File: config.mk
export PLATFORM = sky130hd
export DESIGN_NAME = mem_stage
export DESIGN_NICKNAME = d
export VERILOG_FILES = /design/src/rtl/mem_stage_pkg.sv /design/src/rtl/mem_stage_load_align.sv /design/src/rtl/mem_stage.sv
export SDC_FILE = /design/constraint.sdc
export NUM_CORES = 1
export LEC_CHECK = 0
export BUFFER_PORTS_ARGS = -buffer_cell sky130_fd_sc_hd__buf_4
export CAP_MARGIN = 40
export CORE_AREA = 2 2 215 217
export DETAILED_ROUTE_END_ITERATION = 8
export DIE_AREA = 0 0 217 219
export GPL_ROUTABILITY_DRIVEN = 0
export PLACE_DENSITY = 0.65
export SYNTH_ARGS = -nofsm -noshare
export SYNTH_HDL_FRONTEND = slang
export SYNTH_HIERARCHICAL = 1
export SYNTH_SLANG_ARGS = --single-unit
File: constraint.sdc
create_clock -name clk -period 3.3 [get_ports clk]
set_input_delay 0.825 -clock clk [delete_from_list [all_inputs] [get_ports clk]]
set_output_delay 0.825 -clock clk [all_outputs]
set_load 0.05 [all_outputs]
File: src/rtl/mem_stage_pkg.sv
// Shared definitions for the memory stage: access-size encodings, FSM states,
// byte-enable patterns and the alignment rule.
package mem_stage_pkg;

  typedef enum logic [2:0] {
    F3_B  = 3'b000,
    F3_H  = 3'b001,
    F3_W  = 3'b010,
    F3_D  = 3'b011,
    F3_BU = 3'b100,
    F3_HU = 3'b101,
    F3_WU = 3'b110
  } funct3_e;

  localparam logic [1:0] ST_IDLE = 2'd0;
  localparam logic [1:0] ST_REQ  = 2'd1;
  localparam logic [1:0] ST_RESP = 2'd2;

  localparam logic [7:0] WSTRB_B = 8'h01;
  localparam logic [7:0] WSTRB_H = 8'h03;
  localparam logic [7:0] WSTRB_W = 8'h0F;
  localparam logic [7:0] WSTRB_D = 8'hFF;

  function automatic logic is_aligned(input logic [2:0] f3, input logic [2:0] off);
    logic ok;
    case (f3)
      F3_H, F3_HU: ok = (off[0] == 1'b0);
      F3_W, F3_WU: ok = (off[1:0] == 2'b00);
      F3_D:        ok = (off == 3'b000);
      default:     ok = 1'b1;
    endcase
    return ok;
  endfunction

  function automatic logic [7:0] wstrb_base(input logic [2:0] f3);
    logic [7:0] strb;
    case (f3)
      F3_H, F3_HU: strb = WSTRB_H;
      F3_W, F3_WU: strb = WSTRB_W;
      F3_D:        strb = WSTRB_D;
      default:     strb = WSTRB_B;
    endcase
    return strb;
  endfunction

endpackage

File: src/rtl/mem_stage_load_align.sv
// Selects the addressed bytes of a returned doubleword and sign/zero extends
// them according to the access size.
module mem_stage_load_align
  import mem_stage_pkg::*;
#(
  parameter int XLEN = 64
) (
  input  logic [XLEN-1:0] i_rdata,
  input  logic [2:0]      i_offset,
  input  logic [2:0]      i_funct3,
  output logic [XLEN-1:0] o_lddata
);

  logic [XLEN-1:0] w_shifted;

  assign w_shifted = i_rdata >> {i_offset, 3'b000};

  always_comb begin
    // NOTE: default assignment first so every path drives o_lddata and no latch is inferred.
    o_lddata = w_shifted;
    case (i_funct3)
      F3_B:    o_lddata = {{(XLEN-8){w_shifted[7]}},   w_shifted[7:0]};
      F3_H:    o_lddata = {{(XLEN-16){w_shifted[15]}}, w_shifted[15:0]};
      F3_W:    o_lddata = {{(XLEN-32){w_shifted[31]}}, w_shifted[31:0]};
      F3_BU:   o_lddata = {{(XLEN-8){1'b0}},  w_shifted[7:0]};
      F3_HU:   o_lddata = {{(XLEN-16){1'b0}}, w_shifted[15:0]};
      F3_WU:   o_lddata = {{(XLEN-32){1'b0}}, w_shifted[31:0]};
      default: o_lddata = w_shifted;
    endcase
  end

endmodule

File: src/rtl/mem_stage.sv
// Memory pipeline stage: issues data-cache loads/stores, stalls execute while an
// access is outstanding, and registers the writeback payload.
module mem_stage
  import mem_stage_pkg::*;
#(
  parameter int XLEN    = 64,
  parameter int REGBITS = 5
) (
  input  logic               clk,
  input  logic               rst_n,
  input  logic               i_ex_valid,
  input  logic [XLEN-1:0]    i_ex_alu_res,
  input  logic [XLEN-1:0]    i_ex_store_data,
  input  logic [REGBITS-1:0] i_ex_rd,
  input  logic               i_ex_is_load,
  input  logic               i_ex_is_store,
  input  logic [2:0]         i_ex_funct3,
  input  logic [31:0]        i_ex_pc,
  input  logic               i_ex_is_ecall,
  input  logic               i_flush,
  output logic               o_mem_stall,
  output logic               o_dc_req_valid,
  input  logic               i_dc_req_ready,
  output logic [XLEN-1:0]    o_dc_req_addr,
  output logic               o_dc_req_we,
  output logic [XLEN-1:0]    o_dc_req_wdata,
  output logic [7:0]         o_dc_req_wstrb,
  input  logic               i_dc_resp_valid,
  input  logic [XLEN-1:0]    i_dc_resp_rdata,
  output logic               o_wb_valid,
  output logic [XLEN-1:0]    o_wb_lddata,
  output logic [XLEN-1:0]    o_wb_alures,
  output logic               o_wb_ld_or_alu,
  output logic [REGBITS-1:0] o_wb_rd,
  output logic [31:0]        o_wb_pc,
  output logic               o_wb_is_ecall,
  output logic               o_misalign_err
);

  logic [1:0]         r_state;
  logic [1:0]         w_state_nxt;
  logic [XLEN-1:0]    r_addr;
  logic [XLEN-1:0]    r_wdata;
  logic [7:0]         r_wstrb;
  logic               r_we;
  logic [REGBITS-1:0] r_rd;
  logic [2:0]         r_funct3;
  logic [31:0]        r_pc;
  logic               r_ecall;
  logic               r_killed;

  logic               r_wb_valid;
  logic [XLEN-1:0]    r_wb_lddata;
  logic [XLEN-1:0]    r_wb_alures;
  logic               r_wb_ld_or_alu;
  logic [REGBITS-1:0] r_wb_rd;
  logic [31:0]        r_wb_pc;
  logic               r_wb_is_ecall;
  logic               r_misalign;

  logic               w_is_mem;
  logic               w_aligned;
  logic               w_accept;
  logic               w_start;
  logic               w_misalign;
  logic               w_alu_ret;
  logic               w_hs;
  logic               w_resp;
  logic               w_mem_ret;
  logic [XLEN-1:0]    w_lddata;

  assign w_is_mem   = i_ex_is_load | i_ex_is_store;
  assign w_aligned  = is_aligned(i_ex_funct3, i_ex_alu_res[2:0]);
  assign w_accept   = (r_state == ST_IDLE) & i_ex_valid & ~i_flush;
  assign w_start    = w_accept & w_is_mem & w_aligned;
  assign w_misalign = w_accept & w_is_mem & ~w_aligned;
  assign w_alu_ret  = w_accept & ~w_is_mem;
  assign w_hs       = (r_state == ST_REQ) & i_dc_req_ready;
  assign w_resp     = (r_state == ST_RESP) & i_dc_resp_valid;
  // A flush after the handshake cannot cancel the access; the result is just dropped.
  assign w_mem_ret  = w_resp & ~r_killed & ~i_flush;

  always_comb begin
    w_state_nxt = r_state;
    case (r_state)
      ST_IDLE: if (w_start) w_state_nxt = ST_REQ;
      ST_REQ: begin
        if (w_hs)         w_state_nxt = ST_RESP;
        else if (i_flush) w_state_nxt = ST_IDLE;
      end
      ST_RESP: if (i_dc_resp_valid) w_state_nxt = ST_IDLE;
      default: w_state_nxt = ST_IDLE;
    endcase
  end

  // NOTE: sequential state uses non-blocking assignments so all flops update together at the edge.
  always_ff @(posedge clk or negedge rst_n) begin
    if (!rst_n) begin
      r_state  <= ST_IDLE;
      r_killed <= 1'b0;
    end else begin
      r_state <= w_state_nxt;
      if (w_start)
        r_killed <= 1'b0;
      else if ((w_hs || r_state == ST_RESP) && i_flush)
        r_killed <= 1'b1;
    end
  end

  // NOTE: latched request fields are reset too, since they drive the cache request outputs directly.
  always_ff @(posedge clk or negedge rst_n) begin
    if (!rst_n) begin
      r_addr   <= '0;
      r_wdata  <= '0;
      r_wstrb  <= '0;
      r_we     <= 1'b0;
      r_rd     <= '0;
      r_funct3 <= '0;
      r_pc     <= '0;
      r_ecall  <= 1'b0;
    end else if (w_start) begin
      r_addr   <= i_ex_alu_res;
      r_wdata  <= i_ex_store_data << {i_ex_alu_res[2:0], 3'b000};
      r_wstrb  <= i_ex_is_store ? (wstrb_base(i_ex_funct3) << i_ex_alu_res[2:0]) : 8'h00;
      r_we     <= i_ex_is_store;
      r_rd     <= i_ex_rd;
      r_funct3 <= i_ex_funct3;
      r_pc     <= i_ex_pc;
      r_ecall  <= i_ex_is_ecall;
    end
  end

  mem_stage_load_align #(.XLEN(XLEN)) u_load_align (
    .i_rdata  (i_dc_resp_rdata),
    .i_offset (r_addr[2:0]),
    .i_funct3 (r_funct3),
    .o_lddata (w_lddata)
  );

  always_ff @(posedge clk or negedge rst_n) begin
    if (!rst_n) begin
      r_wb_valid     <= 1'b0;
      r_wb_lddata    <= '0;
      r_wb_alures    <= '0;
      r_wb_ld_or_alu <= 1'b0;
      r_wb_rd        <= '0;
      r_wb_pc        <= '0;
      r_wb_is_ecall  <= 1'b0;
      r_misalign     <= 1'b0;
    end else begin
      r_wb_valid <= w_alu_ret | w_misalign | w_mem_ret;
      r_misalign <= w_misalign;
      if (w_alu_ret || w_misalign) begin
        r_wb_alures    <= i_ex_alu_res;
        r_wb_pc        <= i_ex_pc;
        r_wb_is_ecall  <= i_ex_is_ecall;
        r_wb_ld_or_alu <= 1'b0;
        r_wb_rd        <= w_alu_ret ? i_ex_rd : '0;
      end else if (w_mem_ret) begin
        r_wb_alures    <= r_addr;
        r_wb_pc        <= r_pc;
        r_wb_is_ecall  <= r_ecall;
        r_wb_ld_or_alu <= ~r_we;
        r_wb_rd        <= r_we ? '0 : r_rd;
        if (!r_we) r_wb_lddata <= w_lddata;
      end else begin
        r_wb_rd <= '0;
      end
    end
  end

  // Stall is gated by reset so every output reads zero while reset is held.
  assign o_mem_stall    = rst_n & (w_start | (r_state == ST_REQ) |
                                   ((r_state == ST_RESP) & ~i_dc_resp_valid));
  assign o_dc_req_valid = (r_state == ST_REQ);
  assign o_dc_req_addr  = {r_addr[XLEN-1:3], 3'b000};
  assign o_dc_req_we    = r_we;
  assign o_dc_req_wdata = r_wdata;
  assign o_dc_req_wstrb = r_wstrb;

  assign o_wb_valid     = r_wb_valid;
  assign o_wb_lddata    = r_wb_lddata;
  assign o_wb_alures    = r_wb_alures;
  assign o_wb_ld_or_alu = r_wb_ld_or_alu;
  assign o_wb_rd        = r_wb_rd;
  assign o_wb_pc        = r_wb_pc;
  assign o_wb_is_ecall  = r_wb_is_ecall;
  assign o_misalign_err = r_misalign;

endmodule

# == Word-level counts from Yosys, hierarchy flattened ==
# Index checks and enable logic that the tools add are counted.
# word_totals
register_bits,350
out_inout_bits,308
word_cells,98
# op_classes
n_eq_ne,15
shift,3
mux,24
bitwise,25
n_reduce_logical,13
# op_table
cell,n
$pmux 64 s6,1
$mux 64,2
$mux 32,2
$shl 64x6->64,1
$shr 64x6->64,1
$pmux 8 s3,1
$mux 5,4
$mux 8,2
$eq 3x3->1 const B,5
$and 1x1->1,12
$eq 3x2->1 const B,3
$mux 2,4
$not 1->1,8
$shl 8x3->8,1
$eq 3x1->1 const B,2
$logic_not 3->1,2
$mux 1,6
$pmux 2 s3,1
$reduce_and 3->1,2
$or 1x1->1,5
$logic_not 2->1,2
$ne 2x2->1 const B,2
$reduce_bool 2->1,2
$reduce_or 2->1,2
other kinds (6),7

# == Depth between registers and ports, before layout ==
# depth
depth_word,8
ltp_mapped,8
depth_no_buf,5

# == Hierarchy ==
# Netlist, hierarchy kept.
# modules_own_cells
module,instances,cells_per_inst,area_per_inst_um2,seq_area_each_um2
mem_stage,1,1550,15967.8,8758.4
mem_stage_load_align,1,293,2338.5,0.0

# == Least setup slack after synthesis ==
# OpenSTA, ideal clock, no wires.
# synth_timing
kind,input port to output port
startpoint,in i_ex_alu_res[2]
endpoint,out o_mem_stall
t_arrival_ps,2516
setup_slack_ps,-41
stages,6
n_path_buf,3
cell_sequence,clkbuf_1 > a211oi_1 > o311a_1 > clkbuf_1 > clkbuf_1 > o31a_1
# synth_via
elab_chain_len,6
# synth_rtl
item,line,text
start: declaration,mem_stage.sv:12,"input logic [XLEN-1:0] i_ex_alu_res,"
$logic_not 3->1,mem_stage_pkg.sv:29,F3_D: ok = (off == 3'b000);
$pmux 1 s3,mem_stage_pkg.sv:26,case (f3)
$and 1x1->1,mem_stage.sv:75,assign w_start = w_accept & w_is_mem & w_aligned;
$or 1x1->1 (2 in a row),mem_stage.sv:173,assign o_mem_stall = rst_n & (w_start | (r_state == ST_REQ) |
$and 1x1->1,mem_stage.sv:173,
end: declaration,mem_stage.sv:21,"output logic o_mem_stall,"
# Every way passes these cells.

# == Final worst setup path ==
# layout_timing
startpoint,in i_ex_funct3[0]
endpoint,out o_mem_stall
# layout_via
elab_chain_len,7
word_cells_on_any_way,12
cone_classes,5 x eq/ne; 1 x mux; 4 x bitwise; 2 x reduce/logical
# layout_rtl
item,line,text
start: declaration,mem_stage.sv:17,"input logic [2:0] i_ex_funct3,"
"$eq 3x2->1, or another cell as far along",mem_stage_pkg.sv:26,
$reduce_or 2->1,mem_stage_pkg.sv:26,
$pmux 1 s3 *,mem_stage_pkg.sv:26,
$and 1x1->1 *,mem_stage.sv:75,
$or 1x1->1 * (2 in a row),mem_stage.sv:173,
$and 1x1->1 *,mem_stage.sv:173,
# Mark *: on every way between the ends. The rest lies on a longest branch, timed or not.

==> results.json <==
{
  "synth_edf_count": 0,
  "ys_top_cells_by_area": "dfrtp_1 48%, nand2_1 9.6%, a221o_1 5.3%",
  "drive_gt1_share_pct": 34.8,
  "critPathKind": "input pin to primary output",
  "synth.most_common_cell": "nand2_1",
  "finalSetupViolCount": 0,
  "final.min_clock_period_ns": 3.18,
  "syn_area_per_cell_um2": 9.93,
  "n_antenna_cell": 0,
  "hold_path.class": "input pin to asynchronous set/reset pin",
  "crit_path_frequent_cell": "buf_4",
  "design.core.area_mm2": 0.0451,
  "dr.pass1.iters": 8,
  "clockBufferDepth": 3,
  "gr-total-overflow": 0,
  "die_h_um": 219,
  "port_buffers": 545,
  "crit_buf_inv": 2,
  "arrival_ns": 2.35,
  "yosysTopAreaCell": "dfrtp_1",
  "io_pins": 549,
  "critical_path.max_stage_delay_ns": 0.70,
  "end_kind": "primary output",
  "crit_chain": "buf_4 -> a211oi_1 -> o311a_4 -> o31a_2 -> buf_4",
  "rr_worst_depth": 6,
  "fp-row-count": 78,
  "grt_max_degree": 162,
  "grt_pass1_wl_um": 95200,
  "ir_worst_vdd_uv": 608,
  "yosysSeqAreaShare_pct": 47.8,
  "ant_nets": 0,
  "htreeDepth": 2,
  "setup_tns_ns": 0,
  "startpoint_type": "input pin",
  "hold_viol_final": 0,
  "hold_buffers": 0,
  "grt_setup_unrepaired": "false",
  "syn-cell-area_mm2": 0.0183,
  "cp.depth": 5,
  "stdcell_area_mm2": 0.0240,
  "placed_area_mm2": 0.0226,
  "yosysWarnings": 6,
  "gr-usage-all-layers_pct": 25.9,
  "required_ns": 2.47,
  "dp_hpwl_um": 44800,
  "wl_per_cell_um": 21.8,
  "numCtsBuffers": 42,
  "grt_pass1_vias": 16015,
  "synthToLayoutAreaGrowth_pct": 30.8,
  "nets": 2510,
  "min_period_over_period_pct": 96.2,
  "place_inst": 2825,
  "die_w_um": 217,
  "initial_core_util_pct": 40.6,
  "vias_per_cell": 5.53,
  "leakagePower_nw": 12.0,
  "cts_resized": 0,
  "ys_seq_elements": 350,
  "cts_tree": "built",
  "fin_cells": 2901,
  "p_per_area_mw_per_mm2": 868,
  "fin_skew_ns": 0.0141,
  "slowest_stage": "a211oi_1",
  "antenna_found_initial": 1,
  "synth_async_sr_flop_share_pct": 100,
  "drc": 0,
  "path_max_fanout": 13,
  "ys_types": 59,
  "clock-sinks": 350,
  "outcome": "finished, final reports clean",
  "max_freq_mhz": 315,
  "syn_inst": 1843,
  "root_buffer": "clkbuf_16",
  "path_delay_family": "compound AO/OA/AOI/OAI gates",
  "drt-total-wl_um": 63300,
  "synthFlopType": "dfrtp_1",
  "ff2ff_setup_slack_ns": 0.62,
  "die-area_mm2": 0.0475,
  "clkTransAtPathRegs_ns": 0.06,
  "relSlewSlack_pct": 36.5,
  "yosys-top-cells-count": "469 x nand2_1, 350 x dfrtp_1, 100 x and2_1",
  "worstMarginPinSlew_ns": 0.952,
  "synth.top_cell.area_share_pct": 47.8,
  "vias": 16030,
  "drt_iter0_drc": 1300,
  "postCtsSetupBuffers": 0,
  "drv_cap": 0,
  "clk_latency_ns": 0.56,
  "slew_violations": 0
}
per-layer routing:
metal	global-route usage, %	vias up	wire [µm]
met4	11.7	2	2870
met2	40.8	718	29200
met5	0	-	16
met1	33.9	7878	26100
met3	6.04	142	5070
li1	-	7290	-
final cells by class:
class | instances | area (µm²)
multi-input cells | 1273 | 8430
flip-flops and latches | 350 | 8760
clock buffers | 62 | 1240
inverters | 8 | 30.0
repair buffers | 594 | 4620
well taps | 600 | 751
fillers | 4035 | 21100
clock inverters | 14 | 120
worst reg2reg max path, stage by stage, from the launching register on:
cell and delay (ns):
dfrtp_2 0.50, buf_4 0.31, nor4bb_1 0.67, nor2b_1 0.68
nand2_1 0.16, nand4_1 0.13, mux2_2 0.16
metrics by stage:
step	hold slack, ns	util [%]	power (W)	worst slack (ns)
global route	0.0573	53.1	0.0217	0.153
CTS	0.0443	53.1	0.0209	0.161
finish	0.0713	53.1	0.0208	0.124
global placement	0.448	50.0	0.0161	0.149
floorplan	0.437	-	0.0132	0.104
detailed placement	0.454	50.1	0.0162	0.163
flip-flops by register name (all words and copies together), names as in the netlist, 5 cells and up:
signal          cells
r_addr             64
o_dc_req_wdata     64
o_dc_req_wstrb      8
o_wb_rd             5
o_wb_lddata        64
r_rd                5
o_wb_pc            32
r_pc               32
o_wb_alures        64
final timing paths:
| path | startpoint | end |
|---|---|---|
| max | i_ex_funct3[0] | o_mem_stall |
| min | rst_n | o_wb_lddata[2]$_DFFE_PN0P_ |
| max reg2reg | r_addr[1]$_DFFE_PN0P_ | o_wb_lddata[57]$_DFFE_PN0P_ |
| min reg2reg | r_pc[23]$_DFFE_PN0P_ | r_pc[23]$_DFFE_PN0P_ |
| max in group asynchronous | rst_n | o_wb_lddata[50]$_DFFE_PN0P_ |
| min in group clk | i_ex_rd[1] | r_rd[1]$_DFFE_PN0P_ |
cell families after synthesis:
family / after synthesis / synth area share, %
AND/OR/NAND/NOR: 729 / 18.0
flip-flops: 350 / 47.8
other: 1 / 0.0205
buffers and inverters: 222 / 6.47
multiplexers: 210 / 14.2
AO/OA/AOI/OAI: 331 / 13.5
layout by cell type (no fill, tap or decap), types with 30 or more instances in the layout:
| cell | count |
|---|---|
| mux2i_1 | 97 |
| o21ai_0 | 92 |
| and2_1 | 100 |
| a221o_1 | 97 |
| dfrtp_1 | 348 |
| mux2_2 | 82 |
| clkbuf_16 | 42 |
| nor2_1 | 42 |
| mux4_2 | 31 |
| a21oi_1 | 33 |
| buf_4 | 581 |
| nand4_1 | 30 |
| nand2_1 | 468 |
power breakdown:
part           leakage [nW]  internal [W]  switching [W]
Sequential             4.46       0.00558        0.00100
Clock                 0.673       0.00268        0.00191
Combinational          6.87       0.00315        0.00646
Note: power is estimated with default switching activity, not from simulation.
